**config.mk**
```make
export PLATFORM = sky130hd
export DESIGN_NAME = mem_port_arbiter
export DESIGN_NICKNAME = d
export VERILOG_FILES = /design/src/rtl/mem_arb_pkg.sv /design/src/rtl/arb_starve_cnt.sv /design/src/rtl/mem_port_arbiter.sv
export SDC_FILE = /design/constraint.sdc
export NUM_CORES = 1
export LEC_CHECK = 0
export BUFFER_PORTS_ARGS = -buffer_cell sky130_fd_sc_hd__buf_2
export CELL_PAD_IN_SITES_DETAIL_PLACEMENT = 0
export CELL_PAD_IN_SITES_GLOBAL_PLACEMENT = 1
export CORE_UTILIZATION = 33
export DETAILED_ROUTE_END_ITERATION = 6
export PLACE_DENSITY_LB_ADDON = 0.1
export SYNTH_ARGS = -nofsm -noshare
export SYNTH_HDL_FRONTEND = slang
export SYNTH_SLANG_ARGS = --single-unit
```
**constraint.sdc**
```tcl
create_clock -name clk -period 2 [get_ports clk]
set_input_delay 0.5 -clock clk [delete_from_list [all_inputs] [get_ports clk]]
set_output_delay 0.5 -clock clk [all_outputs]
set_load 0.1 [all_outputs]
```
**src/rtl/mem_arb_pkg.sv**
```systemverilog
// Shared types and constants for the unified memory port arbiter.
// Exports: arb_state_t (FSM states), grant_t (arbitration winner), STARVE_W.
// No logic; imported by mem_port_arbiter and arb_starve_cnt.
package mem_arb_pkg;

  typedef enum logic [1:0] {
    IDLE   = 2'd0,
    BUSY_I = 2'd1,
    BUSY_D = 2'd2,
    RESP   = 2'd3
  } arb_state_t;

  typedef enum logic {
    GNT_I = 1'b0,
    GNT_D = 1'b1
  } grant_t;

  // Width of the fetch starvation counter; holds MAX_WAIT values 1..15.
  localparam int STARVE_W = 4;

endpackage

```
**src/rtl/arb_starve_cnt.sv**
```systemverilog
// Saturating count of data grants made while a fetch waits; raises the fetch-force flag.
// Ports: clk/rst (sync, active-high); idle_i, ireq_i, data_gnt_i, fetch_gnt_i in;
//        force_fetch_o out (fetch must win this IDLE cycle).
module arb_starve_cnt #(
  parameter int MAX_WAIT = 4
) (
  input  logic clk,
  input  logic rst,
  input  logic idle_i,
  input  logic ireq_i,
  input  logic data_gnt_i,
  input  logic fetch_gnt_i,
  output logic force_fetch_o
);
  import mem_arb_pkg::*;

  localparam logic [STARVE_W-1:0] MAX_CNT = STARVE_W'(MAX_WAIT);

  logic [STARVE_W-1:0] cnt_q, cnt_d;

  // Grants are only made in IDLE, so a data grant with no fetch pending
  // falls through to the idle-without-fetch clear.
  always_comb begin
    cnt_d = cnt_q;
    if (fetch_gnt_i) begin
      cnt_d = '0;
    end else if (data_gnt_i && ireq_i) begin
      if (cnt_q != MAX_CNT) cnt_d = cnt_q + 1'b1;
    end else if (idle_i && !ireq_i) begin
      cnt_d = '0;
    end
  end

  always_ff @(posedge clk) begin
    if (rst) cnt_q <= '0;
    else     cnt_q <= cnt_d;
  end

  assign force_fetch_o = ireq_i && (cnt_q == MAX_CNT);

endmodule

```
**src/rtl/mem_port_arbiter.sv**
```systemverilog
// Arbitrates fetch and data requesters onto one single-ported memory with a
// request/ready handshake; returns read data with a one-cycle valid pulse.
// Ports: fetch (IReqF/IAddrF -> IRdataF/IValidF), data (DReqM/DWeM/DAddrM/DWdataM
//        -> DRdataM/DValidM), stalls (StallFMem/StallMMem), memory (MemReq/MemWe/
//        MemAddr/MemWdata <- MemRdata/MemReady). Optional MEM_ARB_PERF_EN adds
//        FetchGrantCnt, DataGrantCnt and ContendCnt.
module mem_port_arbiter #(
  parameter int ADDR_W   = 32,
  parameter int DATA_W   = 32,
  parameter int MAX_WAIT = 4
) (
  input  logic              clk,
  input  logic              rst,
  input  logic              IReqF,
  input  logic [ADDR_W-1:0] IAddrF,
  output logic [DATA_W-1:0] IRdataF,
  output logic              IValidF,
  input  logic              DReqM,
  input  logic              DWeM,
  input  logic [ADDR_W-1:0] DAddrM,
  input  logic [DATA_W-1:0] DWdataM,
  output logic [DATA_W-1:0] DRdataM,
  output logic              DValidM,
  output logic              StallFMem,
  output logic              StallMMem,
  output logic              MemReq,
  output logic              MemWe,
  output logic [ADDR_W-1:0] MemAddr,
  output logic [DATA_W-1:0] MemWdata,
  input  logic [DATA_W-1:0] MemRdata,
  input  logic              MemReady
`ifdef MEM_ARB_PERF_EN
  ,
  output logic [31:0]       FetchGrantCnt,
  output logic [31:0]       DataGrantCnt,
  output logic [31:0]       ContendCnt
`endif
);
  import mem_arb_pkg::*;

  arb_state_t        state_q, state_d;
  logic              mem_req_q, mem_req_d;
  logic              mem_we_q, mem_we_d;
  logic [ADDR_W-1:0] mem_addr_q, mem_addr_d;
  logic [DATA_W-1:0] mem_wdata_q, mem_wdata_d;
  logic              ivalid_q, ivalid_d;
  logic              dvalid_q, dvalid_d;
  logic [DATA_W-1:0] irdata_q, irdata_d;
  logic [DATA_W-1:0] drdata_q, drdata_d;

  logic   force_fetch;
  logic   fetch_gnt, data_gnt;
  logic   any_req;
  grant_t win;

  // Data wins by default; fetch wins when alone or when it has been starved.
  assign any_req = IReqF || DReqM;
  assign win     = (IReqF && (force_fetch || !DReqM)) ? GNT_I : GNT_D;

  always_comb begin
    state_d     = state_q;
    mem_req_d   = mem_req_q;
    mem_we_d    = mem_we_q;
    mem_addr_d  = mem_addr_q;
    mem_wdata_d = mem_wdata_q;
    ivalid_d    = 1'b0;
    dvalid_d    = 1'b0;
    irdata_d    = irdata_q;
    drdata_d    = drdata_q;
    fetch_gnt   = 1'b0;
    data_gnt    = 1'b0;

    case (state_q)
      IDLE: begin
        if (any_req) begin
          mem_req_d = 1'b1;
          if (win == GNT_I) begin
            fetch_gnt  = 1'b1;
            state_d    = BUSY_I;
            mem_we_d   = 1'b0;
            mem_addr_d = IAddrF;
          end else begin
            data_gnt    = 1'b1;
            state_d     = BUSY_D;
            mem_we_d    = DWeM;
            mem_addr_d  = DAddrM;
            mem_wdata_d = DWdataM;
          end
        end
      end
      BUSY_I, BUSY_D: begin
        // Valid is registered on completion so it is high throughout RESP.
        if (MemReady) begin
          mem_req_d = 1'b0;
          mem_we_d  = 1'b0;
          state_d   = RESP;
          if (state_q == BUSY_I) begin
            ivalid_d = 1'b1;
            irdata_d = MemRdata;
          end else begin
            dvalid_d = 1'b1;
            drdata_d = mem_we_q ? '0 : MemRdata;
          end
        end
      end
      RESP: begin
        state_d = IDLE;
      end
      default: begin
        state_d = IDLE;
      end
    endcase
  end

  always_ff @(posedge clk) begin
    if (rst) begin
      state_q     <= IDLE;
      mem_req_q   <= 1'b0;
      mem_we_q    <= 1'b0;
      mem_addr_q  <= '0;
      mem_wdata_q <= '0;
      ivalid_q    <= 1'b0;
      dvalid_q    <= 1'b0;
      irdata_q    <= '0;
      drdata_q    <= '0;
    end else begin
      state_q     <= state_d;
      mem_req_q   <= mem_req_d;
      mem_we_q    <= mem_we_d;
      mem_addr_q  <= mem_addr_d;
      mem_wdata_q <= mem_wdata_d;
      ivalid_q    <= ivalid_d;
      dvalid_q    <= dvalid_d;
      irdata_q    <= irdata_d;
      drdata_q    <= drdata_d;
    end
  end

  arb_starve_cnt #(
    .MAX_WAIT(MAX_WAIT)
  ) u_starve (
    .clk          (clk),
    .rst          (rst),
    .idle_i       (state_q == IDLE),
    .ireq_i       (IReqF),
    .data_gnt_i   (data_gnt),
    .fetch_gnt_i  (fetch_gnt),
    .force_fetch_o(force_fetch)
  );

  assign MemReq    = mem_req_q;
  assign MemWe     = mem_we_q;
  assign MemAddr   = mem_addr_q;
  assign MemWdata  = mem_wdata_q;
  assign IValidF   = ivalid_q;
  assign DValidM   = dvalid_q;
  assign IRdataF   = irdata_q;
  assign DRdataM   = drdata_q;
  assign StallFMem = IReqF && !ivalid_q;
  assign StallMMem = DReqM && !dvalid_q;

`ifdef MEM_ARB_PERF_EN
  logic [31:0] fetch_cnt_q, data_cnt_q, contend_cnt_q;
  logic        contend;

  assign contend = (state_q == IDLE) && IReqF && DReqM;

  always_ff @(posedge clk) begin
    if (rst) begin
      fetch_cnt_q   <= '0;
      data_cnt_q    <= '0;
      contend_cnt_q <= '0;
    end else begin
      if (fetch_gnt && (fetch_cnt_q != '1))  fetch_cnt_q   <= fetch_cnt_q + 1'b1;
      if (data_gnt && (data_cnt_q != '1))    data_cnt_q    <= data_cnt_q + 1'b1;
      if (contend && (contend_cnt_q != '1))  contend_cnt_q <= contend_cnt_q + 1'b1;
    end
  end

  assign FetchGrantCnt = fetch_cnt_q;
  assign DataGrantCnt  = data_cnt_q;
  assign ContendCnt    = contend_cnt_q;
`endif

endmodule
```
==> run metrics, run 1 <==
Area after DPL=7090 um2; final setup fails=0; Cells after Synth=611; initial antenna violation count=0; most common cell in the synthesized netlist=dfxtp_1; clock sinks=138; die area=17300 um2; drt first pass iters=6; first-pass GRT wire length=26700 um; Syn-to-layout area delta=41.3%; cell area after layout=between 7000 and 8000 um2; Initial DRC Count=258; crit path DAT=1.30 ns; Critical Path End Type=output port; VDD IR max=approximately 0.76 mV; WP depth=1; postcts setup bufs=0; worst hold path type=in -> reg; Congestion Overflow GR=0; fin. max-slew vios=0; R2R cell count=6; Routed WL=17100 um; yosys warns=0; sequential share of the synthesized area=49.9%; Max Fclk=0.556 GHz; WS Path Type=reg -> out; Synth Flop Type=dfxtp_1; delay-heaviest family, CP=buffers and inverters; vias in the first global route=5192; Crit Path Max Fanout=2; P_leak=3.61 nW; Post-synth EDFFs=0; Avg Inst Size Synth=9.05 um2; I/O Buffers=267; pre-CTS setup slack=0.0871 ns; CP startpoint kind=register; nets=roughly 1000; Clk Latency, worst-skew pair=0.42 ns; WP data required=~1.5 ns; PnR worst setup slack=0.201 ns; DPL Wire Length=11800 um; Crit-path slowest cell=buf_2; Hold Slack=0.305 ns; worst hold path stage count=2; outcome=finished clean; top cell type by total area after synthesis=dfxtp_1; Placer Congestion=0.762; root buffer cell=clkbuf_16; Synth Register Bits=about 140; Final Cycle Share=approximately nine tenths; actual slew at the worst max-slew pin=approximately 0.61 ns; top cell type's share of synthesized area=approximately 50%; wire per inst=between 15 and 20 um; max-slew headroom at the worst pin=59.4%; Tmin final=1.80 ns; Max Cap Viol=0; Total Power=between 0.01 and 0.015 W; drt drc=0; I/O pins=268; crit-path cells=buf_2; mapped cell area=5530 um2; DR vias/cell=between 4 and 5; Mapped Nets=750; P per Cell Area=1880 nW/um2; H-tree depth=4; FP Rows=46; Clock transition at path regs=0.07 ns; Final Hold Fails=0; Vias=around 5400; Die H=131 um; post-route ant nets=0; Post-synth top cells=dfxtp_1, nand2_1, a21oi_1; CTS Buffer Depth=2; CP bufs+invs=1; Final Skew=0.0110 ns; core area=16100 um2; Starting Density=between 30% and 40%; diodes inserted=0; share of layout cells above drive strength 1=37.9%; synth top area cells=dfxtp_1, nand2_1, mux2i_1; largest net degree at the start of global routing=52; TritonCTS clock tree=yes; die span in x=131 um; TNS Setup=0 ns; post-synthesis cell type count=44; TritonCTS Buffers=17; FFs w/ async S/R, synth=0%; GRT Util Overall=about a fifth; RSZ-0062 raised after global routing=no; Worst path max stage delay=about 0.46 ns; r2r setup slk=0.26 ns
## power breakdown
part	internal (W)	leakage [nW]	switching (W)	total, W
Combinational	0.00131	2.14	0.00594	0.00725
Sequential	0.00340	1.13	0.000322	0.00372
Clock	0.00246	0.339	0.00125	0.00372
## per-layer routing
layer  up-vias  global-route usage (%)  wire [um]
met5         -                       0          0
met2       200                    32.7       8310
met3        32                    4.90        986
met1      2523                    22.9       7380
met4         0                    8.85        418
li1       2667                       -          -
## cells by family (layout without fill, tap and decap cells)
family | after synthesis | count (layout) | synth area share (%)
AOI/OAI and AO/OA | 174 | 175 | 20.6
muxes | 32 | 32 | 5.79
and+or+nand+nor | 196 | 196 | 16.4
adders and majority gates | 5 | 5 | 1.13
DFF | 138 | 138 | 49.9
buffers and inverters | 66 | 323 | 6.15
## cells in the final DEF (no fill, tap or decap), drive strengths merged, types with 2 or more instances in the layout
cell,count
nand4,4
nor2,3
a21oi,36
mux2i,32
ha,5
nand4b,2
o21ai,32
clkinv,2
o211ai,33
and3,2
a22o,32
buf,284
inv,10
clkbuf,20
nand3,33
nor2b,5
nand2b,4
nand2,131
o31ai,2
dfxtp,138
and2,2
a31oi,36
bufinv,6
## state kept, by name, summed over array words and instances, names as in the netlist
name            cells
IValidF             1
u_starve.cnt_q      4
IRdataF            32
DRdataM            32
DValidM             1
MemWe               1
MemWdata           32
MemAddr            32
MemReq              1
state_q             2
## area by class of cell
| cell class | instances | area, um2 |
|---|---|---|
| Tap cell | 216 | 270 |
| Clock inverter | 12 | 234 |
| Inverter | 7 | 26.3 |
| Fill cell | 1575 | 8300 |
| Timing Repair Buffer | 284 | 1570 |
| Clock buffer | 20 | 467 |
| Sequential cell | 138 | 2760 |
| Multi-Input combinational cell | 408 | 2490 |
## through the flow
| step | cells | utilization (%) |
|---|---|---|
| after floorplan | 611 | - |
| after global placement | 1052 | 44.0 |
| after detailed placement | 1052 | 44.0 |
| after CTS | 1084 | 48.3 |
| after global routing | 1085 | 48.5 |
| final | 1085 | 48.5 |
## final timing paths
check                             startpoint           to
worst max-delay path                 DValidM      DValidM
worst min-delay path            MemRdata[22]  DRdataM[22]
worst max register to register    state_q[0]  DRdataM[21]
worst min register to register   IRdataF[31]  IRdataF[31]
## what timing repair did
action | CTS | global route
hold buffers | 0 | 0
gates resized for setup | 0 | 2
setup endpoints to repair | 0 | 32
(Power assumes the default switching activity.)
==> run 2: changes to the inputs <==
--- a/config.mk
+++ b/config.mk
@@ -8,7 +8,8 @@
 export BUFFER_PORTS_ARGS = -buffer_cell sky130_fd_sc_hd__buf_2
 export CELL_PAD_IN_SITES_DETAIL_PLACEMENT = 0
 export CELL_PAD_IN_SITES_GLOBAL_PLACEMENT = 1
-export CORE_UTILIZATION = 33
+export CORE_UTILIZATION = 34
+export CTS_BUF_LIST = sky130_fd_sc_hd__clkbuf_2 sky130_fd_sc_hd__clkbuf_4 sky130_fd_sc_hd__clkbuf_8
 export DETAILED_ROUTE_END_ITERATION = 6
 export PLACE_DENSITY_LB_ADDON = 0.1
 export SYNTH_ARGS = -nofsm -noshare
==> run metrics, run 2 (synthesis gave the netlist of run 1 again) <==
share of layout cells above drive strength 1=37.9% (about the same); fin. max-slew vios=0 (unchanged); Placer Congestion=0.740 (-2.9%); largest net degree at the start of global routing=59 (+13%); Post-CTS Resized=0 (unchanged); Crit Path Max Fanout=2 (unchanged); CTS Buffer Depth=2 (unchanged); GRT Util Overall=19.6% (+0.25 points); Routed WL=16900 um (-1.3%); DR vias/cell=4.95 (-0.97%); CP bufs+invs=1 (unchanged); DPL Wire Length=12200 um (+3.1%); H-tree depth=4 (unchanged); PnR worst setup slack=0.222 ns (+0.0208 ns); TritonCTS Buffers=17 (unchanged); nets=997 (+0.20%); wire per inst=15.5 um (-1.6%); first-pass GRT wire length=25400 um (-4.9%); Congestion Overflow GR=0 (unchanged); root buffer cell=clkbuf_8; actual slew at the worst max-slew pin=0.526 ns (-0.0833 ns); most frequent cells in the layout=buf_2, dfxtp_1, nand2_1; VDD IR max=0.801 mV (+5.6%); I/O pins=268 (unchanged); Worst path max stage delay=0.47 ns (about the same); Initial DRC Count=303 (+17%); Clock transition at path regs=0.08 ns (about the same); die area=16800 um2 (-2.9%); WP data required=1.50 ns (about the same); core area=15900 um2 (-1.4%); Max Fclk=0.562 GHz (+1.2%); Clk Latency, worst-skew pair=0.43 ns (about the same); crit path DAT=1.28 ns (-0.02 ns); RSZ-0062 raised after global routing=no; pre-CTS setup slack=0.272 ns (+0.185 ns); Vias=5389 (-0.61%); outcome=finished clean; worst hold path type=in -> reg; Starting Density=34.8% (+0.50 points); max-slew headroom at the worst pin=65.2% (+5.8 points); Final Skew=0.0135 ns (+0.00252 ns); Fill cells=1613 (+2.4%); initial antenna violation count=2 (+2); postcts setup bufs=0 (unchanged); leading cell type in the layout, fill and taps excluded=buf_2; TritonCTS clock tree=yes; WS Path Type=reg -> out; drt drc=0 (unchanged); Final Hold Fails=0 (unchanged); Crit-path slowest cell=buf_2; Die H=130 um (-1.5%); Hold Buf Count CTS=0 (unchanged); crit-path cells=buf_2; Final Cycle Share=88.9% (-1.0 points); Final Util=47.2% (-1.3 points); delay-heaviest family, CP=buffers and inverters; die span in x=130 um (-1.5%); post-route ant nets=0 (unchanged); final setup fails=0 (unchanged); P_leak=3.48 nW (-3.6%); Syn-to-layout area delta=35.5%; Total Power=0.0132 W (-9.8%); Max Cap Viol=0 (unchanged); Critical Path End Type=output port; clock sinks=138 (unchanged); Tmin final=1.78 ns (-0.0208 ns); vias in the first global route=5163 (-0.56%); CP startpoint kind=register; drt first pass iters=4 (-2); P per Cell Area=1770 nW/um2 (-5.9%); FP Rows=46 (unchanged); TNS Setup=0 ns (unchanged); I/O Buffers=267 (unchanged)
-- run 2: power breakdown --
group	total [W]	internal [W]	switching, W
Sequential	0.00371	0.00339	0.000316
Clock	0.00236	0.00125	0.00111
Combinational	0.00717	0.00127	0.00590
Total	0.0132	0.00592	0.00733
-- run 2: final timing paths --
check	startpoint	endpoint	slack, ns	depth (start not counted)
worst min register to register	IRdataF[0]	IRdataF[0]	0.45	2
worst min-delay path	MemRdata[17]	DRdataM[17]	0.29	2
worst max-delay path	DValidM	DValidM	0.22	1
worst max register to register	state_q[0]	MemAddr[21]	0.24	6
-- run 2: area by class of cell --
| type | count | area (um2) | share of cell area, % |
|---|---|---|---|
| antenna | 2 | 5.00 | 0.0668 |
| clock buffer | 18 | 241 | 3.22 |
| clock inverter | 14 | 169 | 2.25 |
| inverter | 7 | 26.3 | 0.351 |
| multi-input combinational | 407 | 2450 | 32.7 |
| sequential | 138 | 2760 | 36.9 |
| tap | 216 | 270 | 3.61 |
| timing repair buffer | 287 | 1570 | 20.9 |
-- run 2: metal layers --
metal / share of wire (%) / global-route usage (%) / routed length [um] / vias to the layer above
met5: 0 / 0 / 0 / -
met4: 2.2 / 8.69 / 373 / 0
met3: 6.2 / 5.00 / 1040 / 27
met2: 49 / 34.1 / 8330 / 195
met1: 42 / 22.7 / 7130 / 2494
li1: - / - / - / 2673
-- run 2: stage by stage --
stage                     hold slack (ns)  instance area [um2]  std cells
after CTS                           0.255                 7490       1087
after floorplan                     0.469                 5550        611
final                               0.289                 7490       1089
after global placement              0.439                 7080       1055
after detailed placement            0.443                 7080       1055
after global routing                0.262                 7490       1089
==> run 3: changes to the inputs <==
--- a/config.mk
+++ b/config.mk
@@ -14,4 +14,5 @@
 export PLACE_DENSITY_LB_ADDON = 0.1
 export SYNTH_ARGS = -nofsm -noshare
 export SYNTH_HDL_FRONTEND = slang
+export SYNTH_HIERARCHICAL = 1
 export SYNTH_SLANG_ARGS = --single-unit
==> run metrics, run 3 <==
core area=15900 um2 (unchanged); Initial DRC Count=229 (-24%); vias in the first global route=5141 (-0.43%); nets=1007 (+1.0%); Area after DPL=7110 um2 (+0.49%); yosys warns=6 (+6); drt first pass iters=4 (unchanged); crit path DAT=2.30 ns (+1.02 ns); Tmin final=1.92 ns (+0.146 ns); post-synthesis cell type count=42 (-4.5%); Worst path max stage delay=0.46 ns (about the same); Cells after Synth=620 (+1.5%); Post-synth top cells=dfxtp_1, a21oi_1, nand2_1; Post-synth EDFFs=0 (unchanged); P_leak=3.36 nW (-3.4%); Total Power=0.0131 W (-1.2%); TritonCTS clock tree=yes; CP startpoint kind=register; CTS Buffer Depth=2 (unchanged); initial antenna violation count=1 (-1); I/O Buffers=267 (unchanged); Synth Flop Type=dfxtp_1; actual slew at the worst max-slew pin=0.733 ns (+0.207 ns); max-slew headroom at the worst pin=51.1% (-14 points); Synth Register Bits=138 (unchanged); FP Rows=46 (unchanged); Congestion Overflow GR=0 (unchanged); PnR worst setup slack=0.0758 ns (-0.146 ns); mapped cell area=5550 um2 (+0.32%); Final Cycle Share=96.2% (+7.3 points); delay-heaviest family, CP=simple AND/OR/NAND/NOR gates; pre-CTS setup slack=0.0188 ns (-0.253 ns); H-tree depth=4 (unchanged); final setup fails=0 (unchanged); worst hold path type=in -> reg; Clock transition at path regs=0.08 ns (about the same); largest net degree at the start of global routing=68 (+15%); fin. max-slew vios=0 (unchanged); most frequent cells in the layout=buf_2, dfxtp_1, a21oi_1; TritonCTS Buffers=17 (unchanged); WP data required=2.37 ns (+0.87 ns); Max Cap Viol=0 (unchanged); first-pass GRT wire length=25900 um (+1.8%); Starting Density=34.9% (+0.11 points); post-route ant nets=0 (unchanged); Die H=130 um (+0.15%); DPL Wire Length=11600 um (-4.3%); sequential share of the synthesized area=49.8% (-0.16 points); most common cell in the synthesized netlist=dfxtp_1; synth top area cells=dfxtp_1, a21oi_1, o21ai_0; Syn-to-layout area delta=35.4% (about the same); GRT Util Overall=20.0% (+0.37 points); VDD IR max=0.933 mV (+17%); Crit-path slowest cell=or3b_2; Placer Congestion=0.774 (+4.5%); Final Skew=0.0101 ns (-0.00337 ns); I/O pins=268 (unchanged); Vias=5510 (+2.2%); Final Hold Fails=0 (unchanged); DR vias/cell=5.02 (+1.4%); wire per inst=15.5 um (+0.32%); Critical Path End Type=register; Avg Inst Size Synth=8.95 um2 (-1.1%); drt drc=0 (unchanged); Max Fclk=0.520 GHz (-7.6%); Fill cells=1602 (-0.68%); clock sinks=138 (unchanged); crit-path cells=inv_1 -> ha_1 -> and4b_2 -> and2_4 -> buf_4 -> or3b_2 -> a21oi_1; FFs w/ async S/R, synth=0% (unchanged); WS Path Type=reg -> reg; die area=16800 um2 (+0.31%); root buffer cell=clkbuf_8; die span in x=130 um (+0.15%); Crit Path Max Fanout=11 (+9); Hold Buf Count CTS=0 (unchanged); leading cell type in the layout, fill and taps excluded=buf_2; top cell type's share of synthesized area=49.8% (-0.16 points); Routed WL=17100 um (+1.1%); share of layout cells above drive strength 1=38.6% (+0.75 points); cell area after layout=7510 um2 (+0.23%); Clk Latency, worst-skew pair=0.45 ns (+0.02 ns); P per Cell Area=1740 nW/um2 (-1.4%); Mapped Nets=760 (+1.3%); CP bufs+invs=2 (+1); outcome=finished clean; top cell type by total area after synthesis=dfxtp_1
run 3: cell families after synthesis:
| kind of cell | synth area share, % |
|---|---|
| buffers and inverters | 6.11 |
| muxes | 0.541 |
| adders and majority gates | 1.35 |
| and+or+nand+nor | 18.5 |
| AOI/OAI and AO/OA | 23.7 |
| DFF | 49.8 |
run 3: final cells by class:
class / count / area (um2) / area share [%]
repair buffers: 288 / 1610 / 21.4
well taps: 216 / 270 / 3.60
clock buffers: 19 / 255 / 3.40
inverters: 5 / 18.8 / 0.250
flip-flops and latches: 138 / 2770 / 36.8
multi-input cells: 417 / 2500 / 33.2
diodes: 2 / 5.00 / 0.0666
clock inverters: 13 / 95.1 / 1.27
run 3: per-stage QoR:
| stage | util, % | cells | TNS (ns) | hold WS, ns |
|---|---|---|---|---|
| after floorplan | - | 620 | 0 | 0.449 |
| after global placement | 44.8 | 1061 | 0 | 0.440 |
| after detailed placement | 44.8 | 1061 | 0 | 0.444 |
| after CTS | 47.0 | 1093 | 0 | 0.235 |
| after global routing | 47.3 | 1096 | -0.00188 | 0.237 |
| final | 47.3 | 1098 | 0 | 0.273 |
run 3: timing repair:
item / CTS / global route
endpoints found under the setup margin: 0 / 42
setup buffers: 0 / 2
resized for setup: 0 / 7
run 3: layer usage:
metal | share of wire (%) | track usage [%]
met5 | 0.10 | 0
met1 | 43 | 24.0
met3 | 9.4 | 8.69
met4 | 2.0 | 8.07
met2 | 45 | 31.3
run 3: final timing paths:
path                     start      endpoint  slack, ns  cells past startpoint
max reg2reg  u_starve/cnt_q[0]  MemWdata[25]       0.08                      7
max          u_starve/cnt_q[0]  MemWdata[25]       0.08                      7
min reg2reg        IRdataF[16]   IRdataF[16]       0.45                      2
min               MemRdata[19]   DRdataM[19]       0.27                      2
run 3: report_power, final:
| group | internal (W) | leakage [nW] | total (W) | switching (W) |
|---|---|---|---|---|
| combinational | 0.00135 | 2.06 | 0.00735 | 0.00600 |
| sequential | 0.00339 | 1.13 | 0.00371 | 0.000314 |
| clock | 0.000908 | 0.170 | 0.00203 | 0.00112 |
